`src/rtl/unsigned7x7_pp_reducer_pkg.sv`:
```
// unsigned7x7_pp_reducer_pkg: shared widths and alignment shifts for the unsigned 7x7 multiplier path
package unsigned7x7_pp_reducer_pkg;
  localparam int PP00_W  = 11;
  localparam int PP01_W  = 12;
  localparam int PP02_W  = 12;
  localparam int PP03_W  = 10;
  localparam int PROD7_W = 14;
  localparam int PP02_SH = 2;
  localparam int PP03_SH = 4;
  typedef logic [PROD7_W-1:0] prod_t;
endpackage

```
`src/rtl/unsigned7x7_pp_reducer_if.sv`:
```
// unsigned7x7_pp_reducer_if: partial-product input and product output handshake bundle
interface unsigned7x7_pp_reducer_if import unsigned7x7_pp_reducer_pkg::*; #(parameter int TAG_W = 4);
  logic              in_valid;
  logic              in_ready;
  logic [PP00_W-1:0] pp00;
  logic [PP01_W-1:0] pp01;
  logic [PP02_W-1:0] pp02;
  logic [PP03_W-1:0] pp03;
  logic [TAG_W-1:0]  in_tag;
  logic              out_valid;
  logic              out_ready;
  prod_t             product;
  logic [TAG_W-1:0]  out_tag;
  modport master (output in_valid, pp00, pp01, pp02, pp03, in_tag, out_ready,
                  input  in_ready, out_valid, product, out_tag);
  modport slave  (input  in_valid, pp00, pp01, pp02, pp03, in_tag, out_ready,
                  output in_ready, out_valid, product, out_tag);
endinterface

```
`src/rtl/unsigned7x7_pp_stage.sv`:
```
// unsigned7x7_pp_stage: valid/data register slice that loads on load and otherwise holds
module unsigned7x7_pp_stage #(parameter int W = 8) (
  input  logic         clk,
  input  logic         rst_n,
  input  logic         load,
  input  logic         in_valid,
  input  logic [W-1:0] d,
  output logic         valid,
  output logic [W-1:0] q
);
  logic         valid_d, valid_q;
  logic [W-1:0] data_d, data_q;
  always_comb begin
    valid_d = load ? in_valid : valid_q;
    data_d  = load ? d : data_q;
  end
  always_ff @(posedge clk or negedge rst_n) begin
    if (!rst_n) begin
      valid_q <= 1'b0;
      data_q  <= '0;
    end else begin
      valid_q <= valid_d;
      data_q  <= data_d;
    end
  end
  assign valid = valid_q;
  assign q     = data_q;
endmodule

```
`src/rtl/unsigned7x7_pp_reducer.sv`:
```
// unsigned7x7_pp_reducer: two-stage pipelined sum of aligned partial products mod 2^14
module unsigned7x7_pp_reducer import unsigned7x7_pp_reducer_pkg::*; #(parameter int TAG_W = 4) (
  input logic                     clk,
  input logic                     rst_n,
  unsigned7x7_pp_reducer_if.slave bus
);
  localparam int SA_W = PP01_W + 1;
  typedef struct packed {
    logic [SA_W-1:0]  sa;
    prod_t            sb;
    logic [TAG_W-1:0] tag;
  } s1_t;
  typedef struct packed {
    prod_t            prod;
    logic [TAG_W-1:0] tag;
  } s2_t;
  s1_t  s1_d, s1_q;
  s2_t  s2_d, s2_q;
  logic v1, v2, s1_load, s2_load;
  // carries past bit 13 are dropped; the sign-extension constants rely on this wrap
  always_comb begin
    s2_load  = !v2 || bus.out_ready;
    s1_load  = !v1 || s2_load;
    s1_d.sa  = SA_W'(bus.pp00) + SA_W'(bus.pp01);
    s1_d.sb  = (PROD7_W'(bus.pp02) << PP02_SH) + (PROD7_W'(bus.pp03) << PP03_SH);
    s1_d.tag = bus.in_tag;
    s2_d.prod = PROD7_W'(s1_q.sa) + s1_q.sb;
    s2_d.tag  = s1_q.tag;
  end
  unsigned7x7_pp_stage #(.W($bits(s1_t))) u_s1 (
    .clk(clk), .rst_n(rst_n), .load(s1_load), .in_valid(bus.in_valid),
    .d(s1_d), .valid(v1), .q(s1_q)
  );
  unsigned7x7_pp_stage #(.W($bits(s2_t))) u_s2 (
    .clk(clk), .rst_n(rst_n), .load(s2_load), .in_valid(v1),
    .d(s2_d), .valid(v2), .q(s2_q)
  );
  assign bus.in_ready  = !v1 || !v2 || bus.out_ready;
  assign bus.out_valid = v2;
  assign bus.product   = s2_q.prod;
  assign bus.out_tag   = s2_q.tag;
endmodule

```
`src/flat_wrapper.sv`:
```
// flat-port wrapper written by rule: the top's interface ports become plain ports
module unsigned7x7_pp_reducer_flat import unsigned7x7_pp_reducer_pkg::*;
#(parameter int TAG_W = 4)
  (clk, rst_n, bus_in_valid, bus_pp00, bus_pp01, bus_pp02, bus_pp03, bus_in_tag, bus_out_ready, bus_in_ready, bus_out_valid, bus_product, bus_out_tag);
  unsigned7x7_pp_reducer_if #(.TAG_W(TAG_W)) bus_i ();
  input logic clk;
  input logic rst_n;
  input wire logic [$bits(bus_i.in_valid)-1:0] bus_in_valid;
  input wire logic [$bits(bus_i.pp00)-1:0] bus_pp00;
  input wire logic [$bits(bus_i.pp01)-1:0] bus_pp01;
  input wire logic [$bits(bus_i.pp02)-1:0] bus_pp02;
  input wire logic [$bits(bus_i.pp03)-1:0] bus_pp03;
  input wire logic [$bits(bus_i.in_tag)-1:0] bus_in_tag;
  input wire logic [$bits(bus_i.out_ready)-1:0] bus_out_ready;
  output wire logic [$bits(bus_i.in_ready)-1:0] bus_in_ready;
  output wire logic [$bits(bus_i.out_valid)-1:0] bus_out_valid;
  output wire logic [$bits(bus_i.product)-1:0] bus_product;
  output wire logic [$bits(bus_i.out_tag)-1:0] bus_out_tag;
  assign bus_i.in_valid = bus_in_valid;
  assign bus_i.pp00 = bus_pp00;
  assign bus_i.pp01 = bus_pp01;
  assign bus_i.pp02 = bus_pp02;
  assign bus_i.pp03 = bus_pp03;
  assign bus_i.in_tag = bus_in_tag;
  assign bus_i.out_ready = bus_out_ready;
  assign bus_in_ready = bus_i.in_ready;
  assign bus_out_valid = bus_i.out_valid;
  assign bus_product = bus_i.product;
  assign bus_out_tag = bus_i.out_tag;
  unsigned7x7_pp_reducer #(.TAG_W(TAG_W)) u_core (.clk(clk), .rst_n(rst_n), .bus(bus_i));
endmodule
```
`config.mk`:
```
export PLATFORM = sky130hd
export DESIGN_NAME = unsigned7x7_pp_reducer_flat
export DESIGN_NICKNAME = d
export VERILOG_FILES = /design/src/rtl/unsigned7x7_pp_reducer_pkg.sv /design/src/rtl/unsigned7x7_pp_reducer_if.sv /design/src/rtl/unsigned7x7_pp_stage.sv /design/src/rtl/unsigned7x7_pp_reducer.sv /design/src/flat_wrapper.sv
export SDC_FILE = /design/constraint.sdc
export NUM_CORES = 1
export LEC_CHECK = 0
export BUFFER_PORTS_ARGS = -buffer_cell sky130_fd_sc_hd__buf_2
export CAP_MARGIN = 25
export CORE_ASPECT_RATIO = 1.5
export CORE_MARGIN = 2
export CORE_UTILIZATION = 25
export DETAILED_ROUTE_END_ITERATION = 10
export GPL_TIMING_DRIVEN = 1
export PLACE_DENSITY = 0.42
export SYNTH_ARGS = -nofsm -noshare
export SYNTH_HDL_FRONTEND = slang
export SYNTH_SLANG_ARGS = --single-unit
```
`constraint.sdc`:
```
create_clock -name clk -period 4.9 [get_ports clk]
set_input_delay 0.735 -clock clk [delete_from_list [all_inputs] [get_ports clk]]
set_output_delay 0.735 -clock clk [all_outputs]
set_load 0.01 [all_outputs]
```
### Yosys cells after proc, flatten, opt, wreduce, memory -nomap -nowiden

Cells that the tools add are included.
Widths: inputs -> output; s select.

* word-level logic and storage cells: 13
* input port bits: 53
* register bits: 51

* reductions and logical operators: 6
* $add $sub $neg: 3

Operator list (number)
* $add 13x14->14: 1
* $add 14x14->14: 1
* $add 11x12->13: 1
* $logic_or 1x1->1: 4
* $logic_not 1->1: 2

### Depth between registers and ports, before layout

* word-level depth: 3
* mapped depth: 8
* gate-level depth less buffers: 8

### By module

From an unflattened synthesis, not the netlist that was laid out.

* cells, all modules: 297
* area, all modules: 3590.9 sq um

By module, submodules not included
* unsigned7x7_pp_reducer: area an instance 1487.7 sq um, instances 1, cells an instance 189
* unsigned7x7_pp_stage (u_core.u_s1): area an instance 1345.0 sq um, instances 1, cells an instance 68
* unsigned7x7_pp_stage (u_core.u_s2): area an instance 758.2 sq um, instances 1, cells an instance 40

### Least setup slack after synthesis

OpenSTA, ideal clock, no wires.

* kind: input port to flip-flop
* start point: input port bus_pp01[0]
* end point: register u_core.u_s1.data_q[28], in the netlist u_core.u_s1.q[28]
* setup time: 0.124 ns
* data required time: 4.776 ns
* setup slack: 2.592 ns
* stages on the path: 7
* arrival time: 2.184 ns
* buffers on the path: 0
* cell sequence: ha_1 -> fa_1 -> a21oi_1 -> o21ai_2 -> a31oi_4 -> mux2i_1 -> o31ai_2

* cells in the longest elaborated chain, start to end: 1

RTL lines
* start: declaration: RTL line flat_wrapper.sv:10 `input wire logic [$bits(bus_i.pp01)-1:0] bus_pp01;`
* $add 11x12->13: RTL line unsigned7x7_pp_reducer.sv:24 `s1_d.sa = SA_W'(bus.pp00) + SA_W'(bus.pp01);`
* end signal: assignment: RTL line unsigned7x7_pp_stage.sv:23 `data_q <= data_d;`
* end: declaration: RTL line unsigned7x7_pp_stage.sv:12 `logic [W-1:0] data_d, data_q;`

Every way passes these cells.
A chain may end at the register's enable or synchronous reset.

### Worst setup path after layout

* start point: input port bus_out_ready
* end point: output port bus_in_ready

* cells in the longest elaborated chain, start to end: 1

RTL lines
* start: declaration: RTL line flat_wrapper.sv:14 `input wire logic [$bits(bus_i.out_ready)-1:0] bus_out_ready;`
* $logic_or 1x1->1: RTL line unsigned7x7_pp_reducer.sv:38 `assign bus.in_ready = !v1 || !v2 || bus.out_ready;`
* end: declaration: RTL line flat_wrapper.sv:15 `output wire logic [$bits(bus_i.in_ready)-1:0] bus_in_ready;`

Every way passes these cells.

==> run_summary.xml <==
<?xml version="1.0" encoding="UTF-8"?>
<metrics>
  <group name="synthesis">
    <metric name="ys_async_sr_fraction" unit="">1.00</metric>
    <metric name="syn_area_per_cell" unit="µm²">9.10</metric>
    <metric name="synth-seq-cells" unit="">49</metric>
    <metric name="post-synth-top-area-fraction" unit="">0.385</metric>
    <metric name="post_synth_main_area_contributors" unit="">dfrtp_1 39%, ha_1 12%, nand2_1 9.1%</metric>
    <metric name="yosysWarnings" unit="">0</metric>
    <metric name="synthesis.instances" unit="">350</metric>
    <metric name="yosysSeqAreaShare" unit="">0.385</metric>
    <metric name="synth_top_cell_by_area" unit="">dfrtp_1</metric>
    <metric name="number_of_synthesized_flops_with_an_enable_pin" unit="">0</metric>
    <metric name="synthFlopType" unit="">dfrtp_1</metric>
    <metric name="synth_cell_types" unit="">48</metric>
    <metric name="postSynthNetCount" unit="">437</metric>
    <metric name="yosys.cell_count.top_type" unit="">nand2_1</metric>
    <metric name="synth.cells.most_frequent" unit="">77 x nand2_1, 49 x dfrtp_1, 31 x ha_1, 28 x o21ai_0, 27 x a21oi_1</metric>
    <metric name="syn-cell-area" unit="µm²">3180</metric>
  </group>
  <group name="timing">
    <metric name="tightest_slew" unit="ns">0.934</metric>
    <metric name="post-route-period-util" unit="">0.602</metric>
    <metric name="final_critical_path_setup_slack" unit="ns">1.95</metric>
    <metric name="setup_tns_final" unit="ns">0</metric>
    <metric name="report.final.hold_viol_count" unit="">0</metric>
    <metric name="number_of_pins_with_negative_max_slew_slack_in_the_final_report" unit="">0</metric>
    <metric name="rsz0062_at_grt" unit="">false</metric>
    <metric name="fin_worst_skew" unit="ns">0.00375</metric>
    <metric name="finalSetupViolations" unit="">0</metric>
    <metric name="final_period_minus_worst_setup_slack" unit="ns">2.95</metric>
    <metric name="fmax" unit="GHz">0.339</metric>
    <metric name="max_slew_headroom" unit="">0.376</metric>
  </group>
  <group name="setup_path">
    <metric name="rr_endpoint" unit="">u_core.u_s2.q[16]$_DFFE_PN0P_</metric>
    <metric name="worst_r2r_startpoint" unit="">u_core.u_s1.q[6]$_DFFE_PN0P_</metric>
    <metric name="critical_path_required" unit="ns">4.16</metric>
    <metric name="crit_arrival" unit="ns">2.22</metric>
    <metric name="reg2regPathDepth" unit="">7</metric>
    <metric name="critPathTopFamily" unit="">buffers and inverters</metric>
    <metric name="worstPathBufferInverterCount" unit="">4</metric>
    <metric name="end_kind" unit="">primary output</metric>
    <metric name="critPathLaunchType" unit="">input port</metric>
    <metric name="cpMaxStageDelayCell" unit="">inv_1</metric>
    <metric name="reg2reg_setup_slack" unit="ns">2.59</metric>
    <metric name="timing.critical_path.fanout_max" unit="">32</metric>
    <metric name="crit_path_cell_trace" unit="">buf_2 -&gt; nor2b_1 -&gt; buf_4 -&gt; and2_1 -&gt; inv_1 -&gt; buf_2</metric>
    <metric name="worst_path_class_setup" unit="">in -&gt; out</metric>
    <metric name="slowest_delay" unit="ns">0.68</metric>
    <metric name="crit_path_frequent_cell" unit="">buf_2</metric>
  </group>
  <group name="layout">
    <metric name="syn_to_final_growth" unit="%">21.6</metric>
    <metric name="layout.nets" unit="">509</metric>
    <metric name="proportion_of_layout_cells_with_a_drive_suffix_above_1" unit="">0.217</metric>
    <metric name="num_antenna_cells" unit="">0</metric>
  </group>
  <group name="global_routing">
    <metric name="grt_antenna_before_repair" unit="">0</metric>
    <metric name="gr-usage-met3" unit="">0.0175</metric>
    <metric name="met1_routing_resource_usage_after_global_routing" unit="">0.145</metric>
    <metric name="first_global_vias" unit="">2664</metric>
    <metric name="grt_first_pass_wirelength" unit="µm">12500</metric>
    <metric name="met2_usage" unit="">0.199</metric>
    <metric name="gr-total-overflow" unit="">0</metric>
    <metric name="grt_use_total" unit="">0.115</metric>
    <metric name="grt_max_degree" unit="">33</metric>
    <metric name="top_usage_layer" unit="">met2</metric>
  </group>
  <group name="clock_tree">
    <metric name="cts_resized" unit="">0</metric>
    <metric name="post-cts-setup-buffer-count" unit="">0</metric>
    <metric name="cts_tree" unit="">built</metric>
    <metric name="htree_levels" unit="">2</metric>
    <metric name="clock_tree.buffer_depth" unit="">2</metric>
    <metric name="worstSkewPairLatency" unit="ns">0.29</metric>
    <metric name="ctsHoldBuffers" unit="">0</metric>
    <metric name="cts_num_sinks" unit="">49</metric>
    <metric name="cts_inserted_buffers" unit="">5</metric>
    <metric name="clk_pin_slew_worst_paths" unit="ns">0.06</metric>
    <metric name="cts-root-buf" unit="">clkbuf_16</metric>
  </group>
  <group name="routing">
    <metric name="drc_errors" unit="">0</metric>
    <metric name="route.vias.total" unit="">2630</metric>
    <metric name="ant_nets" unit="">0</metric>
    <metric name="post_drt_via_cell_ratio" unit="">4.54</metric>
    <metric name="route.detailed.wl_per_inst" unit="µm">12.7</metric>
    <metric name="drtPass1Iterations" unit="">4</metric>
    <metric name="finalWirelength" unit="µm">7370</metric>
    <metric name="initialDrtViolationCount" unit="">84</metric>
  </group>
  <group name="power_and_ir_drop">
    <metric name="power_density" unit="nW/µm²">392</metric>
    <metric name="p_total" unit="mW">1.52</metric>
    <metric name="ir_worst_vdd" unit="mV">0.129</metric>
    <metric name="total_leakage_power" unit="nW">1.87</metric>
  </group>
  <group name="run">
    <metric name="max_cap_viol_count" unit="">0</metric>
  </group>
  <group name="placement">
    <metric name="place_ws" unit="ns">1.91</metric>
    <metric name="number_of_buffers_added_on_ports" unit="">72</metric>
    <metric name="hpwl" unit="µm">5990</metric>
    <metric name="globalplace.congestion" unit="">0.745</metric>
  </group>
  <group name="min_path">
    <metric name="hp-class" unit="">in -&gt; async</metric>
  </group>
  <group name="outcome">
    <metric name="outcome" unit="">finished, final reports clean</metric>
  </group>
  <group name="floorplan">
    <metric name="coreArea" unit="µm²">12400</metric>
    <metric name="dieHeight" unit="µm">142</metric>
    <metric name="die_w" unit="µm">96.2</metric>
    <metric name="floorplan.io_pins" unit="">73</metric>
    <metric name="design.die.area" unit="µm²">13700</metric>
    <metric name="initial_core_util" unit="">0.256</metric>
    <metric name="placementRows" unit="">50</metric>
  </group>
</metrics>
how the worst max path moves through the flow:
| stage | from | to | slack [ns] | depth (start not counted) |
|---|---|---|---|---|
| final | bus_out_ready | bus_in_ready | 1.95 | 6 |
| after global placement | bus_out_ready | bus_in_ready | 1.88 | 6 |
| after global routing | bus_out_ready | bus_in_ready | 1.79 | 6 |
| after floorplan | bus_pp01[0] | u_core.u_s1.q[28]$_DFFE_PN0P_ | 2.59 | 7 |
| after detailed placement | bus_out_ready | bus_in_ready | 1.91 | 6 |
| after CTS | bus_out_ready | bus_in_ready | 1.90 | 6 |
per-stage QoR:
stage,hold WS (ns),instance area (µm²),util,cells
after floorplan,0.425,3180,-,350
after global placement,0.450,3710,0.298,570
after detailed placement,0.440,3730,0.300,571
after CTS,0.406,3870,0.311,579
after global routing,0.434,3870,0.311,579
final,0.394,3870,0.311,579
cell families (layout without fill, tap and decap cells):
logic type	after synthesis	in the layout	synth area share
muxes	2	2	0.00629
DFF	49	49	0.385
and+or+nand+nor	128	128	0.175
AOI/OAI and AO/OA	99	99	0.213
adders and majority gates	34	34	0.141
buffers and inverters	16	89	0.0200
xor gates and xnor gates	22	22	0.0605
layer usage:
layer  part of all wire  up-vias  routed length [µm]
li1                   -     1381                   -
met2               0.52       46                3800
met4              0.013        0                  97
met1               0.43     1198                3180
met3              0.038        5                 280
met5                  0        -                   0
flip-flops by register name (all words and copies together) (netlist names):
| register | flops |
|---|---|
| u_core.u_s1.q | 29 |
| u_core.u_s2.q | 18 |
| u_core.u_s1.valid | 1 |
| u_core.u_s2.valid | 1 |
power breakdown:
group	total, mW	switching (mW)	internal [mW]
combinational	0.619	0.345	0.275
clock	0.334	0.146	0.188
sequential	0.565	0.0583	0.507
layout by cell type (no fill, tap or decap), drive strengths merged, types with 4 or more instances in the layout:
cell	n
a211oi	5
a21oi	28
xor2	15
nor3	6
ha	31
dfrtp	49
a21o	10
nand2	77
nand2b	6
o21ai	29
o21a	4
buf	75
clkbuf	6
nor2	18
xnor2	7
inv	6
nor2b	4
area by class of cell:
| type | instances | area (µm²) |
|---|---|---|
| sequential | 49 | 1230 |
| timing repair buffer | 75 | 395 |
| clock buffer | 6 | 129 |
| tap | 156 | 195 |
| multi-input combinational | 285 | 1890 |
| clock inverter | 2 | 10.0 |
| inverter | 6 | 22.5 |
| fill | 1339 | 8580 |
Power figures use the tool's default switching activity.
